$ cat config.mk
export PLATFORM = sky130hd
export DESIGN_NAME = kd_tree_query_scheduler_flat
export DESIGN_NICKNAME = d
export VERILOG_FILES = /design/src/rtl/kd_tree_query_scheduler_if.sv /design/src/rtl/kd_tree_query_scheduler.sv /design/src/flat_wrapper.sv
export SDC_FILE = /design/constraint.sdc
export NUM_CORES = 1
export LEC_CHECK = 0
export ABC_AREA = 1
export CORE_UTILIZATION = 51
export CTS_CLUSTER_SIZE = 24
export DETAILED_ROUTE_END_ITERATION = 10
export PLACE_DENSITY_LB_ADDON = 0.2
export SYNTH_ARGS = -nofsm -noshare
export SYNTH_HDL_FRONTEND = slang
export SYNTH_SLANG_ARGS = --single-unit
$ cat constraint.sdc
create_clock -name clk -period 7.3 [get_ports clk]
set_input_delay 1.825 -clock clk [delete_from_list [all_inputs] [get_ports clk]]
set_output_delay 1.825 -clock clk [all_outputs]
set_load 0.01 [all_outputs]
$ cat src/rtl/kd_tree_query_scheduler_if.sv
// Bundle of every handshake/data signal between the KD-tree query scheduler and
// its environment (node loader, two query requesters, tree block, result sink).
interface kd_tree_query_scheduler_if #(
    parameter int PATCH_WIDTH    = 55,
    parameter int INTERNAL_WIDTH = 22,
    parameter int ADDRESS_WIDTH  = 8,
    parameter int TAG_WIDTH      = 8
);
    logic                      start;
    logic                      flush;
    logic                      node_valid;
    logic [INTERNAL_WIDTH-1:0] node_data;
    logic                      node_ready;
    logic                      tree_fsm_enable;
    logic                      tree_sender_enable;
    logic [INTERNAL_WIDTH-1:0] tree_sender_data;
    logic                      qa_valid;
    logic                      qb_valid;
    logic [PATCH_WIDTH-1:0]    qa_patch;
    logic [PATCH_WIDTH-1:0]    qb_patch;
    logic [TAG_WIDTH-1:0]      qa_tag;
    logic [TAG_WIDTH-1:0]      qb_tag;
    logic                      qa_ready;
    logic                      qb_ready;
    logic                      tree_patch_en;
    logic                      tree_patch_two_en;
    logic [PATCH_WIDTH-1:0]    tree_patch_in;
    logic [PATCH_WIDTH-1:0]    tree_patch_in_two;
    logic                      tree_receiver_en;
    logic                      tree_receiver_two_en;
    logic [ADDRESS_WIDTH-1:0]  tree_leaf_index;
    logic [ADDRESS_WIDTH-1:0]  tree_leaf_index_two;
    logic                      res_valid;
    logic                      res_ready;
    logic [ADDRESS_WIDTH-1:0]  res_leaf;
    logic [TAG_WIDTH-1:0]      res_tag;
    logic                      res_lane;
    logic                      load_done;
    logic                      done;
    logic                      err;

    modport slave (
        input  start, flush, node_valid, node_data,
        input  qa_valid, qb_valid, qa_patch, qb_patch, qa_tag, qb_tag,
        input  tree_receiver_en, tree_receiver_two_en, tree_leaf_index, tree_leaf_index_two,
        input  res_ready,
        output node_ready, tree_fsm_enable, tree_sender_enable, tree_sender_data,
        output qa_ready, qb_ready, tree_patch_en, tree_patch_two_en, tree_patch_in, tree_patch_in_two,
        output res_valid, res_leaf, res_tag, res_lane, load_done, done, err
    );

    modport master (
        output start, flush, node_valid, node_data,
        output qa_valid, qb_valid, qa_patch, qb_patch, qa_tag, qb_tag,
        output tree_receiver_en, tree_receiver_two_en, tree_leaf_index, tree_leaf_index_two,
        output res_ready,
        input  node_ready, tree_fsm_enable, tree_sender_enable, tree_sender_data,
        input  qa_ready, qb_ready, tree_patch_en, tree_patch_two_en, tree_patch_in, tree_patch_in_two,
        input  res_valid, res_leaf, res_tag, res_lane, load_done, done, err
    );
endinterface

$ cat src/rtl/kd_tree_query_scheduler.sv
// Two-phase sequencer for the KD-tree internal-node block: streams the node words
// in, then issues credit-limited queries on two lanes and merges tagged results.
module kd_tree_query_scheduler #(
    parameter int PATCH_WIDTH    = 55,
    parameter int INTERNAL_WIDTH = 22,
    parameter int ADDRESS_WIDTH  = 8,
    parameter int NUM_NODES      = 63,
    parameter int TREE_LATENCY   = 6,
    parameter int TAG_WIDTH      = 8,
    parameter int RESULT_DEPTH   = 8
) (
    input logic                      clk,
    input logic                      rst_n,
    kd_tree_query_scheduler_if.slave bus
);
    localparam int CW = $clog2(RESULT_DEPTH + 2 * TREE_LATENCY + 4) + 1;
    localparam int PW = $clog2(RESULT_DEPTH);
    localparam int NW = $clog2(NUM_NODES + 1);
    localparam int EW = ADDRESS_WIDTH + TAG_WIDTH + 1;
    localparam logic [CW-1:0] DEPTH_C     = CW'(RESULT_DEPTH);
    localparam logic [NW-1:0] LAST_NODE_C = NW'(NUM_NODES - 1);

    typedef enum logic [1:0] {
        ST_IDLE  = 2'd0,
        ST_LOAD  = 2'd1,
        ST_QUERY = 2'd2,
        ST_DRAIN = 2'd3
    } state_e;

    state_e              state_q;
    logic [NW-1:0]       node_cnt_q;
    logic                load_done_q;
    logic                done_q;
    logic                err_q;
    logic                rr_q;

    logic [TREE_LATENCY-1:0] dl0_vld_q;
    logic [TREE_LATENCY-1:0] dl1_vld_q;
    logic [TAG_WIDTH-1:0]    dl0_tag_q [TREE_LATENCY];
    logic [TAG_WIDTH-1:0]    dl1_tag_q [TREE_LATENCY];

    logic [EW-1:0]       fifo_mem_q [RESULT_DEPTH];
    logic [PW-1:0]       rd_ptr_q;
    logic [PW-1:0]       wr_ptr_q;
    logic [CW-1:0]       fifo_cnt_q;

    logic                node_accept_s;
    logic                qa_ready_s;
    logic                qb_ready_s;
    logic                contested_s;
    logic                issue_a_s;
    logic                issue_b_s;
    logic [CW-1:0]       inflight_s;
    logic [CW-1:0]       used_s;
    logic                free_ge2_s;
    logic                free_eq1_s;
    logic                res_valid_s;
    logic                pop_s;
    logic [CW-1:0]       space_s;
    logic                wr0_s;
    logic                wr1_s;
    logic [PW-1:0]       wr1_ptr_s;
    logic [EW-1:0]       entry0_s;
    logic [EW-1:0]       entry1_s;
    logic [EW-1:0]       head_s;
    logic                err_s;

    function automatic logic [CW-1:0] count_ones(input logic [TREE_LATENCY-1:0] v);
        logic [CW-1:0] n;
        n = {CW{1'b0}};
        for (int i = 0; i < TREE_LATENCY; i++) begin
            n = n + CW'(v[i]);
        end
        return n;
    endfunction

    assign node_accept_s = (state_q == ST_LOAD) && bus.node_valid;
    assign inflight_s    = count_ones(dl0_vld_q) + count_ones(dl1_vld_q);
    assign used_s        = fifo_cnt_q + inflight_s;
    // Credits count only registered occupancy so a same-cycle pop never funds an issue.
    assign free_ge2_s    = (used_s + CW'(2)) <= DEPTH_C;
    assign free_eq1_s    = (used_s + CW'(1)) == DEPTH_C;
    assign issue_a_s     = bus.qa_valid && qa_ready_s;
    assign issue_b_s     = bus.qb_valid && qb_ready_s;

    // Query admission: credit split across lanes with round-robin on the last credit.
    always_comb begin
        qa_ready_s  = 1'b0;
        qb_ready_s  = 1'b0;
        contested_s = 1'b0;
        if ((state_q == ST_QUERY) && !bus.flush) begin
            if (free_ge2_s) begin
                qa_ready_s = 1'b1;
                qb_ready_s = 1'b1;
            end else if (free_eq1_s) begin
                if (bus.qa_valid && bus.qb_valid) begin
                    contested_s = 1'b1;
                    if (rr_q) begin
                        qb_ready_s = 1'b1;
                    end else begin
                        qa_ready_s = 1'b1;
                    end
                end else if (bus.qa_valid) begin
                    qa_ready_s = 1'b1;
                end else if (bus.qb_valid) begin
                    qb_ready_s = 1'b1;
                end else begin
                    qa_ready_s = 1'b0;
                    qb_ready_s = 1'b0;
                end
            end else begin
                qa_ready_s = 1'b0;
                qb_ready_s = 1'b0;
            end
        end else begin
            qa_ready_s = 1'b0;
            qb_ready_s = 1'b0;
        end
    end

    assign res_valid_s = (fifo_cnt_q != {CW{1'b0}});
    assign pop_s       = res_valid_s && bus.res_ready;
    assign space_s     = (DEPTH_C - fifo_cnt_q) + CW'(pop_s);
    assign wr0_s       = bus.tree_receiver_en && (space_s >= CW'(1));
    assign wr1_s       = bus.tree_receiver_two_en && (space_s >= (wr0_s ? CW'(2) : CW'(1)));
    assign wr1_ptr_s   = wr_ptr_q + PW'(wr0_s);
    assign entry0_s    = {bus.tree_leaf_index, dl0_tag_q[TREE_LATENCY-1], 1'b0};
    assign entry1_s    = {bus.tree_leaf_index_two, dl1_tag_q[TREE_LATENCY-1], 1'b1};
    assign head_s      = fifo_mem_q[rd_ptr_q];
    assign err_s       = (bus.tree_receiver_en != dl0_vld_q[TREE_LATENCY-1])
                       || (bus.tree_receiver_two_en != dl1_vld_q[TREE_LATENCY-1])
                       || (bus.tree_receiver_en && !wr0_s)
                       || (bus.tree_receiver_two_en && !wr1_s);

    // Phase sequencer with its pulse/sticky status outputs and the RR pointer.
    always_ff @(posedge clk or negedge rst_n) begin
        if (!rst_n) begin
            state_q     <= ST_IDLE;
            node_cnt_q  <= {NW{1'b0}};
            load_done_q <= 1'b0;
            done_q      <= 1'b0;
            err_q       <= 1'b0;
            rr_q        <= 1'b0;
        end else begin
            load_done_q <= 1'b0;
            done_q      <= 1'b0;
            err_q       <= err_q || err_s;
            case (state_q)
                ST_IDLE: begin
                    node_cnt_q <= {NW{1'b0}};
                    if (bus.start) begin
                        state_q <= ST_LOAD;
                    end
                end
                ST_LOAD: begin
                    if (node_accept_s) begin
                        if (node_cnt_q == LAST_NODE_C) begin
                            node_cnt_q  <= {NW{1'b0}};
                            load_done_q <= 1'b1;
                            state_q     <= ST_QUERY;
                        end else begin
                            node_cnt_q <= node_cnt_q + NW'(1);
                        end
                    end
                end
                ST_QUERY: begin
                    if (contested_s) begin
                        rr_q <= ~rr_q;
                    end
                    if (bus.flush) begin
                        state_q <= ST_DRAIN;
                    end
                end
                ST_DRAIN: begin
                    if ((inflight_s == {CW{1'b0}}) && (fifo_cnt_q == {CW{1'b0}})) begin
                        done_q  <= 1'b1;
                        state_q <= ST_IDLE;
                    end
                end
                default: begin
                    state_q <= ST_IDLE;
                end
            endcase
        end
    end

    // Per-lane tag delay lines aligned to the tree's fixed pipeline depth.
    always_ff @(posedge clk or negedge rst_n) begin
        if (!rst_n) begin
            dl0_vld_q <= {TREE_LATENCY{1'b0}};
            dl1_vld_q <= {TREE_LATENCY{1'b0}};
            for (int i = 0; i < TREE_LATENCY; i++) begin
                dl0_tag_q[i] <= {TAG_WIDTH{1'b0}};
                dl1_tag_q[i] <= {TAG_WIDTH{1'b0}};
            end
        end else begin
            dl0_vld_q    <= {dl0_vld_q[TREE_LATENCY-2:0], issue_a_s};
            dl1_vld_q    <= {dl1_vld_q[TREE_LATENCY-2:0], issue_b_s};
            dl0_tag_q[0] <= issue_a_s ? bus.qa_tag : {TAG_WIDTH{1'b0}};
            dl1_tag_q[0] <= issue_b_s ? bus.qb_tag : {TAG_WIDTH{1'b0}};
            for (int i = 1; i < TREE_LATENCY; i++) begin
                dl0_tag_q[i] <= dl0_tag_q[i-1];
                dl1_tag_q[i] <= dl1_tag_q[i-1];
            end
        end
    end

    // Result FIFO pointers and occupancy; up to two pushes and one pop per cycle.
    always_ff @(posedge clk or negedge rst_n) begin
        if (!rst_n) begin
            rd_ptr_q   <= {PW{1'b0}};
            wr_ptr_q   <= {PW{1'b0}};
            fifo_cnt_q <= {CW{1'b0}};
        end else begin
            rd_ptr_q   <= rd_ptr_q + PW'(pop_s);
            wr_ptr_q   <= wr_ptr_q + PW'(wr0_s) + PW'(wr1_s);
            fifo_cnt_q <= fifo_cnt_q + CW'(wr0_s) + CW'(wr1_s) - CW'(pop_s);
        end
    end

    // Result FIFO storage; lane 0 lands ahead of lane 1 when both return together.
    always_ff @(posedge clk) begin
        if (wr0_s) begin
            fifo_mem_q[wr_ptr_q] <= entry0_s;
        end
        if (wr1_s) begin
            fifo_mem_q[wr1_ptr_s] <= entry1_s;
        end
    end

    assign bus.node_ready         = (state_q == ST_LOAD);
    assign bus.tree_fsm_enable    = (state_q == ST_LOAD);
    assign bus.tree_sender_enable = node_accept_s;
    assign bus.tree_sender_data   = node_accept_s ? bus.node_data : {INTERNAL_WIDTH{1'b0}};
    assign bus.qa_ready           = qa_ready_s;
    assign bus.qb_ready           = qb_ready_s;
    assign bus.tree_patch_en      = issue_a_s;
    assign bus.tree_patch_two_en  = issue_b_s;
    assign bus.tree_patch_in      = issue_a_s ? bus.qa_patch : {PATCH_WIDTH{1'b0}};
    assign bus.tree_patch_in_two  = issue_b_s ? bus.qb_patch : {PATCH_WIDTH{1'b0}};
    assign bus.res_valid          = res_valid_s;
    assign bus.res_leaf           = res_valid_s ? head_s[EW-1:TAG_WIDTH+1] : {ADDRESS_WIDTH{1'b0}};
    assign bus.res_tag            = res_valid_s ? head_s[TAG_WIDTH:1] : {TAG_WIDTH{1'b0}};
    assign bus.res_lane           = res_valid_s ? head_s[0] : 1'b0;
    assign bus.load_done          = load_done_q;
    assign bus.done               = done_q;
    assign bus.err                = err_q;
endmodule

$ cat src/flat_wrapper.sv
// flat-port wrapper written by rule: the top's interface ports become plain ports
module kd_tree_query_scheduler_flat 
#(
    parameter int PATCH_WIDTH    = 55,
    parameter int INTERNAL_WIDTH = 22,
    parameter int ADDRESS_WIDTH  = 8,
    parameter int NUM_NODES      = 63,
    parameter int TREE_LATENCY   = 6,
    parameter int TAG_WIDTH      = 8,
    parameter int RESULT_DEPTH   = 8
)
  (clk, rst_n, bus_start, bus_flush, bus_node_valid, bus_node_data, bus_qa_valid, bus_qb_valid, bus_qa_patch, bus_qb_patch, bus_qa_tag, bus_qb_tag, bus_tree_receiver_en, bus_tree_receiver_two_en, bus_tree_leaf_index, bus_tree_leaf_index_two, bus_res_ready, bus_node_ready, bus_tree_fsm_enable, bus_tree_sender_enable, bus_tree_sender_data, bus_qa_ready, bus_qb_ready, bus_tree_patch_en, bus_tree_patch_two_en, bus_tree_patch_in, bus_tree_patch_in_two, bus_res_valid, bus_res_leaf, bus_res_tag, bus_res_lane, bus_load_done, bus_done, bus_err);
  kd_tree_query_scheduler_if #(.PATCH_WIDTH(PATCH_WIDTH), .INTERNAL_WIDTH(INTERNAL_WIDTH), .ADDRESS_WIDTH(ADDRESS_WIDTH), .TAG_WIDTH(TAG_WIDTH)) bus_i ();
  input logic clk;
  input logic rst_n;
  input wire logic [$bits(bus_i.start)-1:0] bus_start;
  input wire logic [$bits(bus_i.flush)-1:0] bus_flush;
  input wire logic [$bits(bus_i.node_valid)-1:0] bus_node_valid;
  input wire logic [$bits(bus_i.node_data)-1:0] bus_node_data;
  input wire logic [$bits(bus_i.qa_valid)-1:0] bus_qa_valid;
  input wire logic [$bits(bus_i.qb_valid)-1:0] bus_qb_valid;
  input wire logic [$bits(bus_i.qa_patch)-1:0] bus_qa_patch;
  input wire logic [$bits(bus_i.qb_patch)-1:0] bus_qb_patch;
  input wire logic [$bits(bus_i.qa_tag)-1:0] bus_qa_tag;
  input wire logic [$bits(bus_i.qb_tag)-1:0] bus_qb_tag;
  input wire logic [$bits(bus_i.tree_receiver_en)-1:0] bus_tree_receiver_en;
  input wire logic [$bits(bus_i.tree_receiver_two_en)-1:0] bus_tree_receiver_two_en;
  input wire logic [$bits(bus_i.tree_leaf_index)-1:0] bus_tree_leaf_index;
  input wire logic [$bits(bus_i.tree_leaf_index_two)-1:0] bus_tree_leaf_index_two;
  input wire logic [$bits(bus_i.res_ready)-1:0] bus_res_ready;
  output wire logic [$bits(bus_i.node_ready)-1:0] bus_node_ready;
  output wire logic [$bits(bus_i.tree_fsm_enable)-1:0] bus_tree_fsm_enable;
  output wire logic [$bits(bus_i.tree_sender_enable)-1:0] bus_tree_sender_enable;
  output wire logic [$bits(bus_i.tree_sender_data)-1:0] bus_tree_sender_data;
  output wire logic [$bits(bus_i.qa_ready)-1:0] bus_qa_ready;
  output wire logic [$bits(bus_i.qb_ready)-1:0] bus_qb_ready;
  output wire logic [$bits(bus_i.tree_patch_en)-1:0] bus_tree_patch_en;
  output wire logic [$bits(bus_i.tree_patch_two_en)-1:0] bus_tree_patch_two_en;
  output wire logic [$bits(bus_i.tree_patch_in)-1:0] bus_tree_patch_in;
  output wire logic [$bits(bus_i.tree_patch_in_two)-1:0] bus_tree_patch_in_two;
  output wire logic [$bits(bus_i.res_valid)-1:0] bus_res_valid;
  output wire logic [$bits(bus_i.res_leaf)-1:0] bus_res_leaf;
  output wire logic [$bits(bus_i.res_tag)-1:0] bus_res_tag;
  output wire logic [$bits(bus_i.res_lane)-1:0] bus_res_lane;
  output wire logic [$bits(bus_i.load_done)-1:0] bus_load_done;
  output wire logic [$bits(bus_i.done)-1:0] bus_done;
  output wire logic [$bits(bus_i.err)-1:0] bus_err;
  assign bus_i.start = bus_start;
  assign bus_i.flush = bus_flush;
  assign bus_i.node_valid = bus_node_valid;
  assign bus_i.node_data = bus_node_data;
  assign bus_i.qa_valid = bus_qa_valid;
  assign bus_i.qb_valid = bus_qb_valid;
  assign bus_i.qa_patch = bus_qa_patch;
  assign bus_i.qb_patch = bus_qb_patch;
  assign bus_i.qa_tag = bus_qa_tag;
  assign bus_i.qb_tag = bus_qb_tag;
  assign bus_i.tree_receiver_en = bus_tree_receiver_en;
  assign bus_i.tree_receiver_two_en = bus_tree_receiver_two_en;
  assign bus_i.tree_leaf_index = bus_tree_leaf_index;
  assign bus_i.tree_leaf_index_two = bus_tree_leaf_index_two;
  assign bus_i.res_ready = bus_res_ready;
  assign bus_node_ready = bus_i.node_ready;
  assign bus_tree_fsm_enable = bus_i.tree_fsm_enable;
  assign bus_tree_sender_enable = bus_i.tree_sender_enable;
  assign bus_tree_sender_data = bus_i.tree_sender_data;
  assign bus_qa_ready = bus_i.qa_ready;
  assign bus_qb_ready = bus_i.qb_ready;
  assign bus_tree_patch_en = bus_i.tree_patch_en;
  assign bus_tree_patch_two_en = bus_i.tree_patch_two_en;
  assign bus_tree_patch_in = bus_i.tree_patch_in;
  assign bus_tree_patch_in_two = bus_i.tree_patch_in_two;
  assign bus_res_valid = bus_i.res_valid;
  assign bus_res_leaf = bus_i.res_leaf;
  assign bus_res_tag = bus_i.res_tag;
  assign bus_res_lane = bus_i.res_lane;
  assign bus_load_done = bus_i.load_done;
  assign bus_done = bus_i.done;
  assign bus_err = bus_i.err;
  kd_tree_query_scheduler #(.PATCH_WIDTH(PATCH_WIDTH), .INTERNAL_WIDTH(INTERNAL_WIDTH), .ADDRESS_WIDTH(ADDRESS_WIDTH), .NUM_NODES(NUM_NODES), .TREE_LATENCY(TREE_LATENCY), .TAG_WIDTH(TAG_WIDTH), .RESULT_DEPTH(RESULT_DEPTH)) u_core (.clk(clk), .rst_n(rst_n), .bus(bus_i));
endmodule
* Yosys cells after proc, flatten, opt, wreduce, memory -nomap -nowiden
Memory sizes are Yosys's and may differ from the RTL's.
Cells that the tools add are included.
** Storage, ports and cells
- Bits in registers :: 132
- Bits in writable memories :: 136
- Input port bits :: 174
- Word-level logic and storage cells :: 133
- Bits in latches :: 0
- Bits in read-only memories :: 0
- Memories :: 1
** Cells by class
- Bitwise logic cells :: 1
- Eq/ne operators :: 12
- Reductions and logical operators :: 26
- Order comparisons :: 3
- Divide/modulo/power cells :: 0
- Mux-type cells :: 44
- Add/sub/neg operators :: 23
- Multiply operators :: 0
- Shifts and indexed selects :: 0
** Memory list
- u_core.fifo_mem_q :: words 8, bits a word 17, rd ports 1, clocked after Yosys merged registers in 0, write ports 2, line kd_tree_query_scheduler.sv:42 : logic [EW-1:0] fifo_mem_q [RESULT_DEPTH];
** Operators with widths (number)
- $mux W55 :: 2
- $add A6 B1 Y6 :: 11
- $mux W8 :: 4
- $mux W1 :: 27
- $mux W22 :: 1
- $add A6 B1 Y6 const B :: 2
- $add A6 B6 Y6 :: 2
- $logic_not A6 Y1 :: 2
- $mux W2 :: 6
- $mux W6 :: 2
- $pmux W6 S2 :: 1
- $logic_and A1 B1 Y1 :: 11
- $add A3 B1 Y3 :: 3
- $pmux W2 S4 :: 1
- $add A6 B2 Y6 const B :: 1
- $eq A6 B4 Y1 const B :: 1
- $eq A6 B6 Y1 const B :: 1
- $ge A6 B1 Y1 const B :: 1
- $ge A6 B6 Y1 :: 1
- $le A6 B4 Y1 const B :: 1
- $ne A2 B1 Y1 const B :: 3
- $reduce_bool A6 Y1 :: 1
- $sub A4 B6 Y6 const A :: 1
- $sub A6 B1 Y6 :: 1
- other kinds (12) :: 22

* Longest topological paths before layout
Gate-level depths: netlist of the first run.
- Depth in word-level cells :: 14
- Mapped depth :: 29
- Gate-level depth less buffers :: 25

* Least setup slack after synthesis of the first run
OpenSTA, ideal clock, no wires.
- Kind :: register -> output
- From :: reg u_core.dl1_vld_q[0]
- To :: out bus_tree_patch_in[12]
- Setup slack :: 0.479 ns
- Arrival :: 4.996 ns
- Cell stages (with the launch flop) :: 21
- Cells stage by stage :: dfrtp_1 -> ha_1 -> fa_1 -> fa_1 -> inv_1 -> fa_1 -> inv_1 -> ha_1 -> fa_1 -> inv_1 -> fa_1 -> xnor2_1 -> ha_1 -> nand3_1 -> nor2_4 -> xor2_1 -> nand2_1 -> nand2_1 -> nand3_4 -> clkbuf_8 -> nor2_1
** On the way
- Cells in the longest elaborated chain, start to end :: 14
- Elaborated cells between the ends (all ways) :: 16
- Those cells by class :: add/sub (9); order compare (1); eq/ne (1); mux (4); reduce/logical (1)
** RTL lines
- start, declared :: line kd_tree_query_scheduler.sv:38 : logic [TREE_LATENCY-1:0] dl1_vld_q;
- start signal, assigned :: line kd_tree_query_scheduler.sv:191 : dl1_vld_q <= {TREE_LATENCY{1'b0}};
- start signal, assigned :: line kd_tree_query_scheduler.sv:198 : dl1_vld_q <= {dl1_vld_q[TREE_LATENCY-2:0], issue_b_s};
- $add A1 B1 Y2 (*) :: line kd_tree_query_scheduler.sv:72 : n = n + CW'(v[i]);
- $add A6 B1 Y6 (*) (4 in series) :: line kd_tree_query_scheduler.sv:72
- $add A6 B6 Y6 (*) :: line kd_tree_query_scheduler.sv:78 : assign inflight_s = count_ones(dl0_vld_q) + count_ones(dl1_vld_q);
- $add A6 B6 Y6 (*) :: line kd_tree_query_scheduler.sv:79 : assign used_s = fifo_cnt_q + inflight_s;
- parallel branches: the longest is 3 deep, another holds $add A6 B2 Y6
- $mux W1 (*) :: line kd_tree_query_scheduler.sv:92 : if (free_ge2_s) begin
- $mux W1 (*) :: line kd_tree_query_scheduler.sv:91 : if ((state_q == ST_QUERY) && !bus.flush) begin
- $logic_and A1 B1 Y1 (*) :: line kd_tree_query_scheduler.sv:83 : assign issue_a_s = bus.qa_valid && qa_ready_s;
- $mux W55 (*) :: line kd_tree_query_scheduler.sv:239 : assign bus.tree_patch_in = issue_a_s ? bus.qa_patch : {PATCH_WIDTH{1'b0}};
- end, declared :: line flat_wrapper.sv:39 : output wire logic [$bits(bus_i.tree_patch_in)-1:0] bus_tree_patch_in;
Mark *: on every way between the ends.

* Final worst setup path of the first run
- From :: reg u_core.dl0_vld_q[0]
- To :: out bus_tree_patch_in_two[42]
** On the way
- Cells in the longest elaborated chain, start to end :: 14
- Elaborated cells between the ends (all ways) :: 16
- Those cells by class :: add/sub (9); order compare (1); eq/ne (1); mux (4); reduce/logical (1)
** RTL lines
- start, declared :: line kd_tree_query_scheduler.sv:37 : logic [TREE_LATENCY-1:0] dl0_vld_q;
- start signal, assigned :: line kd_tree_query_scheduler.sv:190 : dl0_vld_q <= {TREE_LATENCY{1'b0}};
- start signal, assigned :: line kd_tree_query_scheduler.sv:197 : dl0_vld_q <= {dl0_vld_q[TREE_LATENCY-2:0], issue_a_s};
- $add A1 B1 Y2 (*) :: line kd_tree_query_scheduler.sv:72
- $add A6 B1 Y6 (*) (4 in series) :: line kd_tree_query_scheduler.sv:72
- $add A6 B6 Y6 (*) :: line kd_tree_query_scheduler.sv:78
- $add A6 B6 Y6 (*) :: line kd_tree_query_scheduler.sv:79
- parallel branches: the longest is 3 deep, another holds $add A6 B2 Y6
- $mux W1 (*) :: line kd_tree_query_scheduler.sv:92
- $mux W1 (*) :: line kd_tree_query_scheduler.sv:91
- $logic_and A1 B1 Y1 (*) :: line kd_tree_query_scheduler.sv:84 : assign issue_b_s = bus.qb_valid && qb_ready_s;
- $mux W55 (*) :: line kd_tree_query_scheduler.sv:240 : assign bus.tree_patch_in_two = issue_b_s ? bus.qb_patch : {PATCH_WIDTH{1'b0}};
- end, declared :: line flat_wrapper.sv:40 : output wire logic [$bits(bus_i.tree_patch_in_two)-1:0] bus_tree_patch_in_two;
Marks and branches as above.

==> metrics.txt, run 1 <==
clk root buf clkbuf_16; number of synthesized register bits 268; EDFF count, synth 128; Die Wd 168 um; endpoint class of the critical path output pin; initial antenna violation count 2; IO buf count 333; GRT overflow 0; most frequent cells in the layout nand3_1 (271), inv_1 (230), nor2_1 (230); Area Overhead vs Synth 35.2%; Worst Tran Pin Value 1.25 ns; most common cell after layout, fill and taps aside nand3_1; CTS tree done; crit path kind flip-flop to output pin; post-synthesis cell count 1627; failing checks setup timing; Max Root-Sink Buffers 3; Iter 0 DRT Violations 1428; Starting Density 52.2%; Rows 60; total power per unit cell area 361 nW/um^2; Die ar. 28300 um^2; Yosys cell types 39; cell area after synthesis 14100 um^2; vias in the first global route 12900; core area 27000 um^2; antenna-violating nets left 0; status finished, violations left; min cycle time layout 7.66 ns; unrepaired setup endpoints after global routing true; Total GRT Usage 33.9%; Setup Skew 0.0292 ns; Syn Area/Cell 8.67 um^2; hold_sp u_core.dl1_tag_q[47]$_DFF_PN0_; vias per cell 5.58; Max VDD drop 0.000225 V; # setup viols final 112; register area share after synthesis 51.8%; Vias 13000; Critical R2R Capture u_core.fifo_mem_q[4][14]$_DFFE_PP_; Pleak 9.45 nW; Worst slew margin 16.3%; WL per Instance 20.7 um; final hold violation count 0; clock latency on the worst-skew pair 0.58 ns; count of pins over their slew limit 0; clock transition at the registers of the reported paths 0.06 ns; worst hold path type flip-flop to flip-flop; startpoint type of the worst setup path flip-flop; CP startpoint u_core.dl0_vld_q[0]$_DFF_PN0_; Ports 334; DRT Wirelength 48.4 mm; layout cells sized above 1 17.9%; Yosys warnings 0; # H-tree levels 1; pin count of the biggest net entering global routing 85; DP HPWL 33.0 mm; global placer's final weighted congestion 0.942; pre-CTS WS -0.355 ns; RR Startpoint u_core.fifo_cnt_q[2]$_DFF_PN0_; drt first pass iters 7; Mapped Nets 1853; DRC 0; Die Height 168 um; cts bufs inserted 28; first-pass GRT wire length 72.6 mm; nets 2192; count of clock tree sinks 268; Max Clk Rate 131 MHz; reg2reg path depth 22; ys flop type dfrtp_1; Max Cap Viol 0; WP data required 5.48 ns; Worst EP arrival 5.83 ns; worst reg2reg setup slack 1.38 ns; fin area 19100 um^2; CP Max Fanout 8; Area after DPL 17600 um^2; period utilization 105%; worst setup path endpoint bus_tree_patch_in_two[42]; ys async rst share 49.3%; PnR worst setup slack -0.356 ns
where the power goes:
part           leakage [nW]  switching, mW  internal [mW]
combinational          5.89           2.01           1.21
clock                 0.487          0.617          0.863
sequential             3.07          0.168           2.01
total                  9.45           2.79           4.09
metrics by stage:
step | instances | hold slack, ns | power, mW | util, % | setup TNS (ns)
6_report | 2331 | 0.331 | 6.88 | 70.5 | -26.18
5_1_grt | 2331 | 0.347 | 7.22 | 70.5 | -46.88
4_1_cts | 2326 | 0.336 | 6.79 | 70.0 | -21.30
3_5_place_dp | 2235 | 0.335 | 5.12 | 65.0 | -25.92
3_3_place_gp | 2235 | 0.332 | 5.02 | 65.0 | -10.38
2_1_floorplan | 1627 | 0.331 | 3.95 | - | 0
worst min path at each step:
stage,to,cells past startpoint,slack (ns)
floorplan,u_core.dl0_tag_q[0]$_DFF_PN0_,0,0.33
detailed placement,u_core.dl0_tag_q[5]$_DFF_PN0_,0,0.33
CTS,u_core.dl1_tag_q[39]$_DFF_PN0_,0,0.34
global placement,u_core.dl1_tag_q[31]$_DFF_PN0_,0,0.33
finish,u_core.dl1_tag_q[39]$_DFF_PN0_,0,0.33
global route,u_core.dl1_tag_q[39]$_DFF_PN0_,0,0.35
cell usage after synthesis, types with 2 or more instances:
master      n  area [um^2]
nor2_2      8         50.1
xor2_1     12          105
nor2_4      5         56.3
nand2_4     8         90.1
nand3_4     2         35.0
ha_1       42          526
o21ai_0   103          515
a21oi_2     2         17.5
fa_1       10          200
xnor2_1     5         43.8
nand2_2     5         31.3
dfxtp_1     8          160
inv_2       3         11.3
buf_6      22          248
nand4_1     7         43.8
nand3_1   272         1360
a31oi_1    17          106
nor3_1      3         15.0
or2_2       2         12.5
dfrtp_1   132         3300
nand2_1   185          694
clkbuf_1   44          165
inv_1     234          878
nand3b_1    2         15.0
buf_4      11         82.6
o22ai_1    19          119
buf_2      37          185
nor2_1    272         1020
a21oi_1    18         90.1
edfxtp_1  128         3840
final cells by class:
class / count / area [um^2]
fillers: 2008 / 7970
flip-flops and latches: 268 / 7310
inverters: 237 / 893
repair buffers: 425 / 3930
diodes: 2 / 5.00
multi-input cells: 1006 / 5530
clock buffers: 36 / 813
clock inverters: 16 / 163
well taps: 341 / 427
state kept, by name, summed over array words and instances, names as in the netlist:
register,count
u_core.node_cnt_q,6
u_core.dl0_tag_q,48
u_core.dl1_vld_q,6
u_core.wr_ptr_q,3
u_core.fifo_mem_q,136
u_core.bus.err,1
u_core.bus.load_done,1
u_core.rr_q,1
u_core.dl0_vld_q,6
u_core.dl1_tag_q,48
u_core.fifo_cnt_q,6
u_core.state_q,2
u_core.bus.done,1
u_core.rd_ptr_q,3
cells by family after synthesis:
group / after synthesis / share of synthesized area, %
simple gates: 774 / 24.5
buf+inv: 353 / 11.3
flops: 268 / 51.8
compound gates: 163 / 6.26
fa+ha+maj: 52 / 5.15
xor+xnor: 17 / 1.06
critical path: stages, from the launching register on:
cell	delay [ns]
dfrtp_1	0.41
ha_4	0.25
fa_1	0.49
fa_1	0.50
inv_1	0.05
fa_1	0.48
inv_1	0.05
ha_2	0.20
fa_2	0.56
inv_2	0.04
fa_2	0.36
xnor2_2	0.20
ha_2	0.22
nand3_2	0.10
nor2_4	0.14
nand2_2	0.08
nand2_2	0.08
nand4_1	0.10
nand2_2	0.12
nand3_4	0.07
buf_12	0.17
buf_12	0.13
buf_16	0.13
buf_6	0.11
nor2_2	0.07
buf_2	0.14
timing repair:
action | CTS | global route
hold buffers | 0 | 0
endpoints found under the setup margin | 114 | 114
cloned | 7 | 0
pin swaps | 16 | 6
gates resized for setup | 575 | 18
setup buffers | 32 | 3
metal layers:
| metal | GRT usage, % | wire length (um) | vias to the layer above |
|---|---|---|---|
| li1 | - | - | 5913 |
| met1 | 40.1 | 16900 | 6092 |
| met2 | 59.1 | 24200 | 837 |
| met3 | 6.28 | 4870 | 160 |
| met4 | 17.3 | 2400 | 0 |
| met5 | 0 | 0 | - |
Power figures use the tool's default switching activity.
==> inputs of run 2 (changes only) <==
CORE_UTILIZATION = 60   (was 51)
DONT_BUFFER_PORTS = 1   (was default)
==> metrics.txt, run 2 (synthesized netlist as in run 1, its figures left out) <==
total power per unit cell area 390 nW/um^2; Pleak 8.27 nW; Hold Path Depth 0; Crit path depth 22; count of pins over their slew limit 0; Starting Density 61.7%; Iter 0 DRT Violations 1460; WHS 0.344 ns; initial antenna violation count 4; Worst EP arrival 5.84 ns; WP data required 5.48 ns; clock latency on the worst-skew pair 0.56 ns; global placer's final weighted congestion 0.897; DRC 0; Die Wd 155 um; most common cell after layout, fill and taps aside nand3_1; crit path kind flip-flop to output pin; Vias 12100; Total GRT Usage 36.4%; Largest register FFs 136; CP peak stage delay 0.56 ns; DRT Wirelength 45.5 mm; GRT overflow 0; antenna-violating nets left 0; Area Overhead vs Synth 18.1%; Rows 55; status finished, violations left; Largest regs u_core.fifo_mem_q: 136 flops, u_core.dl0_tag_q: 48 flops, u_core.dl1_tag_q: 48 flops; pin count of the biggest net entering global routing 133; drt first pass iters 8; CP Cell Sequence ha_4, fa_1, fa_1, inv_1, fa_1, inv_1, ha_2, fa_2, inv_2, fa_2, xnor2_2, ha_2, nand3_4, nor2_4, xor2_1, nand2_2, nand2_2, nand3_4, buf_12, buf_16, nor2_2, buf_4; most frequent cells in the layout nand3_1 (271), inv_1 (232), nor2_1 (214); Max Clk Rate 130 MHz; Die Height 155 um; core area 22800 um^2; count of clock tree sinks 268; cts bufs inserted 27; # setup viols final 112; clk root buf clkbuf_16; layout cells sized above 1 18.4%; CP Max Fanout 9; Max Root-Sink Buffers 3; reg2reg path depth 22; worst hold path type flip-flop to flip-flop; Die ar. 24100 um^2; Top reg by flops u_core.fifo_mem_q; vias in the first global route 11700; vias per cell 5.98; min cycle time layout 7.66 ns; final core utilization 72.9%; Ports 334; period utilization 105%; nets 1914; startpoint type of the worst setup path flip-flop; Worst slew margin 10.4%; PnR worst setup slack -0.364 ns; endpoint class of the critical path output pin; IO buf count 0; Max VDD drop 0.000250 V; WL per Instance 22.4 um; worst path bufs/invs 6; slowest CP cell fa_2; Worst Tran Pin Value 1.34 ns; failing checks setup timing; clock transition at the registers of the reported paths 0.06 ns; DP HPWL 29.0 mm; Max Cap Viol 0; final hold violation count 0; # H-tree levels 1; Filler cells 1651; unrepaired setup endpoints after global routing true; Worst path top cell family by delay adder cells; Setup Skew 0.0114 ns; first-pass GRT wire length 65.8 mm; Tot Pwr 6.49 mW; setup TNS -29.05 ns; CTS tree done; CP most frequent cell fa_1
## run 2: cell types whose count changed in the layout (fill, tap and decap cells not counted), moves of 6 or more
cell / change
buf_4: +40
o21ai_2: +6
clkdlybuf4s50_1: -218
nor2_1: -16
o21ai_1: -6
buf_2: -87
nor2_4: +19
## run 2: through the flow
stage | area (um^2) | std cells | worst slack, ns
floorplan | 14100 | 1627 | 0.479
global placement | 14800 | 1954 | 0.195
detailed placement | 14800 | 1954 | 0.0531
CTS | 16400 | 2019 | -0.185
global route | 16700 | 2025 | -0.510
finish | 16700 | 2025 | -0.364
## run 2: cell type report
class                   instances  area [um^2]  area share [%]
diodes                          3         7.51          0.0451
repair buffers                148         1410            8.47
clock buffers                  37          830            4.98
clock inverters                13          154           0.924
well taps                     313          392            2.35
flip-flops and latches        268         7310            43.9
inverters                     237          896            5.38
multi-input cells            1006         5660            34.0
## run 2: path summary, 6_finish.rpt
| check | slack [ns] | to | start |
|---|---|---|---|
| setup / recovery | -0.36 | bus_tree_patch_in[9] | u_core.dl0_vld_q[1]$_DFF_PN0_ |
| hold / removal | 0.34 | u_core.dl0_tag_q[28]$_DFF_PN0_ | u_core.dl0_tag_q[36]$_DFF_PN0_ |
| setup reg to reg | 1.96 | u_core.fifo_mem_q[1][3]$_DFFE_PP_ | u_core.fifo_cnt_q[3]$_DFF_PN0_ |
| hold reg to reg | 0.34 | u_core.dl0_tag_q[28]$_DFF_PN0_ | u_core.dl0_tag_q[36]$_DFF_PN0_ |
| max in group asynchronous | 6.09 | u_core.dl1_tag_q[29]$_DFF_PN0_ | rst_n |
| min in group asynchronous | 0.97 | u_core.bus.err$_DFF_PN0_ | rst_n |
## run 2: per-layer routing
metal  vias to the layer above  share of wire (%)  GRT usage [%]
li1                       5351                  -              -
met1                      5737                 34           42.3
met2                       798                 47           59.1
met3                       226                 11           9.39
met4                         2                8.2           26.4
met5                         -              0.029              0
## run 2: report_power, final
| part | internal, mW | switching, mW | total, mW |
|---|---|---|---|
| clock network | 0.905 | 0.605 | 1.51 |
| registers | 2.01 | 0.190 | 2.20 |
| logic | 0.838 | 1.94 | 2.78 |
## run 2: what timing repair did
item	CTS	global route
gates resized for setup	124	33
hold buffers	0	0
pin swaps	14	6
setup endpoints to repair	114	114
hold endpoints to repair	0	0
setup buffers	11	2
cloned	5	1
==> inputs of run 3 (changes only) <==
clock period = 9.5 ns   (was 7.3 ns; I/O delays follow)
==> metrics.txt, run 3 (synthesized netlist as in run 1, its figures left out) <==
Pleak 7.49 nW; initial antenna violation count 2; count of clock tree sinks 268; post-CTS setup buffer count 0; first-pass GRT wire length 62.4 mm; status completed; cts bufs inserted 28; Sequential Power Share 35.4%; Post-CTS Hold Buffers 0; worst reg2reg setup slack 3.63 ns; most common cell after layout, fill and taps aside nand3_1; antenna-violating nets left 0; hold_sp u_core.dl1_tag_q[23]$_DFF_PN0_; Iter 0 DRT Violations 1300; clock share of power 24.3%; WL per Instance 22.2 um; CP Max Fanout 64; startpoint type of the worst setup path flip-flop; Die Height 155 um; RR Startpoint u_core.dl1_vld_q[0]$_DFF_PN0_; Largest register FFs 136; Ports 334; period utilization 92.0%; Worst EP arrival 6.37 ns; fin area 14900 um^2; drt first pass iters 6; Hold Path Depth 0; Max Root-Sink Buffers 3; Starting Density 61.7%; internal power 2.74 mW; Top reg by flops u_core.fifo_mem_q; # H-tree levels 1; Total GRT Usage 34.9%; unrepaired setup endpoints after global routing false; reg2reg path depth 19; total power per unit cell area 315 nW/um^2; pin count of the biggest net entering global routing 133; WHS 0.329 ns; Switching Share 41.8%; count of pins over their slew limit 0; Max Cap Viol 0; Resized cells post-CTS 0; Worst Tran Pin Value 1.18 ns; worst hold path type flip-flop to flip-flop; vias in the first global route 10500; clock latency on the worst-skew pair 0.55 ns; most frequent cells in the layout nand3_1 (272), nor2_1 (269), inv_1 (234); endpoint class of the critical path output pin; clock transition at the registers of the reported paths 0.06 ns; Rows 55; Worst Hold Path EP u_core.dl1_tag_q[15]$_DFF_PN0_; nets 1784; vias per cell 5.95; global placer's final weighted congestion 0.934; DRC 0; Net Switching 1.97 mW; Max VDD drop 0.000167 V; WP data required 7.13 ns; setup TNS 0 ns; IO buf count 0; Area Overhead vs Synth 5.96%; Critical R2R Capture u_core.dl0_vld_q[0]$_DFF_PN0_; DP HPWL 28.6 mm; final hold violation count 0; Die ar. 24100 um^2; GRT overflow 0; CTS tree done; min cycle time layout 8.74 ns; Worst slew margin 21.6%; Max Clk Rate 114 MHz; layout cells sized above 1 7.22%; Die Wd 155 um; Area after DPL 14000 um^2; Largest regs u_core.fifo_mem_q: 136 flops, u_core.dl0_tag_q: 48 flops, u_core.dl1_tag_q: 48 flops; # setup viols final 0; clk root buf clkbuf_16; Vias 11300; Setup Skew 0.0273 ns; Comb pwr share 40.3%; final core utilization 65.4%; core area 22800 um^2; ANT cells 0; crit path kind flip-flop to output pin; DRT Wirelength 42.0 mm
run 3: cell types whose count changed in the layout (fill, tap and decap cells not counted), moves of 5 or more:
| cell | change |
|---|---|
| ha_1 | +5 |
| nor2_4 | -39 |
| buf_4 | -86 |
| nor2_2 | -16 |
| buf_16 | -5 |
| nor2_1 | +55 |
| buf_6 | -35 |
run 3: power groups by stage:
stage / clock [mW] / combinational (mW) / sequential [mW]
6_report: 1.15 / 1.90 / 1.67
5_1_grt: 1.20 / 2.07 / 1.69
4_1_cts: 1.15 / 1.86 / 1.66
3_5_place_dp: 0 / 1.85 / 1.69
3_3_place_gp: 0 / 1.80 / 1.68
2_1_floorplan: 0 / 1.40 / 1.64
run 3: metal layers:
metal  part of all wire, %  track usage (%)
met4                   4.8             16.7
met5                 0.064                0
met3                    10             7.80
met2                    50             58.3
met1                    35             43.1
run 3: final cells by class:
class / instances / area (um^2)
Inverter: 237 / 892
Sequential cell: 268 / 7310
Clock inverter: 10 / 104
Multi-Input combinational cell: 1006 / 5250
Timing Repair Buffer: 17 / 128
Fill cell: 1857 / 7900
Clock buffer: 42 / 875
Tap cell: 313 / 392
run 3: critical path: stages, from the launching register on:
cell and delay, ns:
dfrtp_1 0.39, ha_1 0.33, fa_1 0.51, fa_1 0.56, inv_1 0.06, fa_1 0.54, inv_1 0.04, ha_1 0.21
fa_1 0.53, inv_1 0.07, fa_1 0.42, xnor2_1 0.22, ha_1 0.23, nand3_1 0.15, nor2_4 0.14, xor2_1 0.17
nand2_1 0.12, nand2_1 0.12, nand3_4 0.50, nor2_1 0.47
run 3: worst max path at each step:
stage / from / end / slack (ns) / depth (start not counted)
4_1_cts: u_core.dl1_vld_q[0]$_DFF_PN0_ / bus_tree_patch_in[29] / 0.76 / 19
6_report: u_core.dl1_vld_q[0]$_DFF_PN0_ / bus_tree_patch_in[29] / 0.76 / 19
3_5_place_dp: u_core.dl1_vld_q[0]$_DFF_PN0_ / bus_tree_patch_in[29] / 1.39 / 19
5_1_grt: u_core.dl1_vld_q[0]$_DFF_PN0_ / bus_tree_patch_in[11] / 0.38 / 19
3_3_place_gp: u_core.dl1_vld_q[0]$_DFF_PN0_ / bus_tree_patch_two_en / 1.57 / 19
2_1_floorplan: u_core.dl1_vld_q[0]$_DFF_PN0_ / bus_tree_patch_in[12] / 2.13 / 20
run 3: through the flow:
stage / std cells / worst slack [ns] / power [mW]
3_3_place_gp: 1841 / 1.57 / 3.48
3_5_place_dp: 1841 / 1.39 / 3.54
2_1_floorplan: 1627 / 2.13 / 3.04
4_1_cts: 1893 / 0.758 / 4.68
6_report: 1893 / 0.757 / 4.71
5_1_grt: 1893 / 0.381 / 4.96
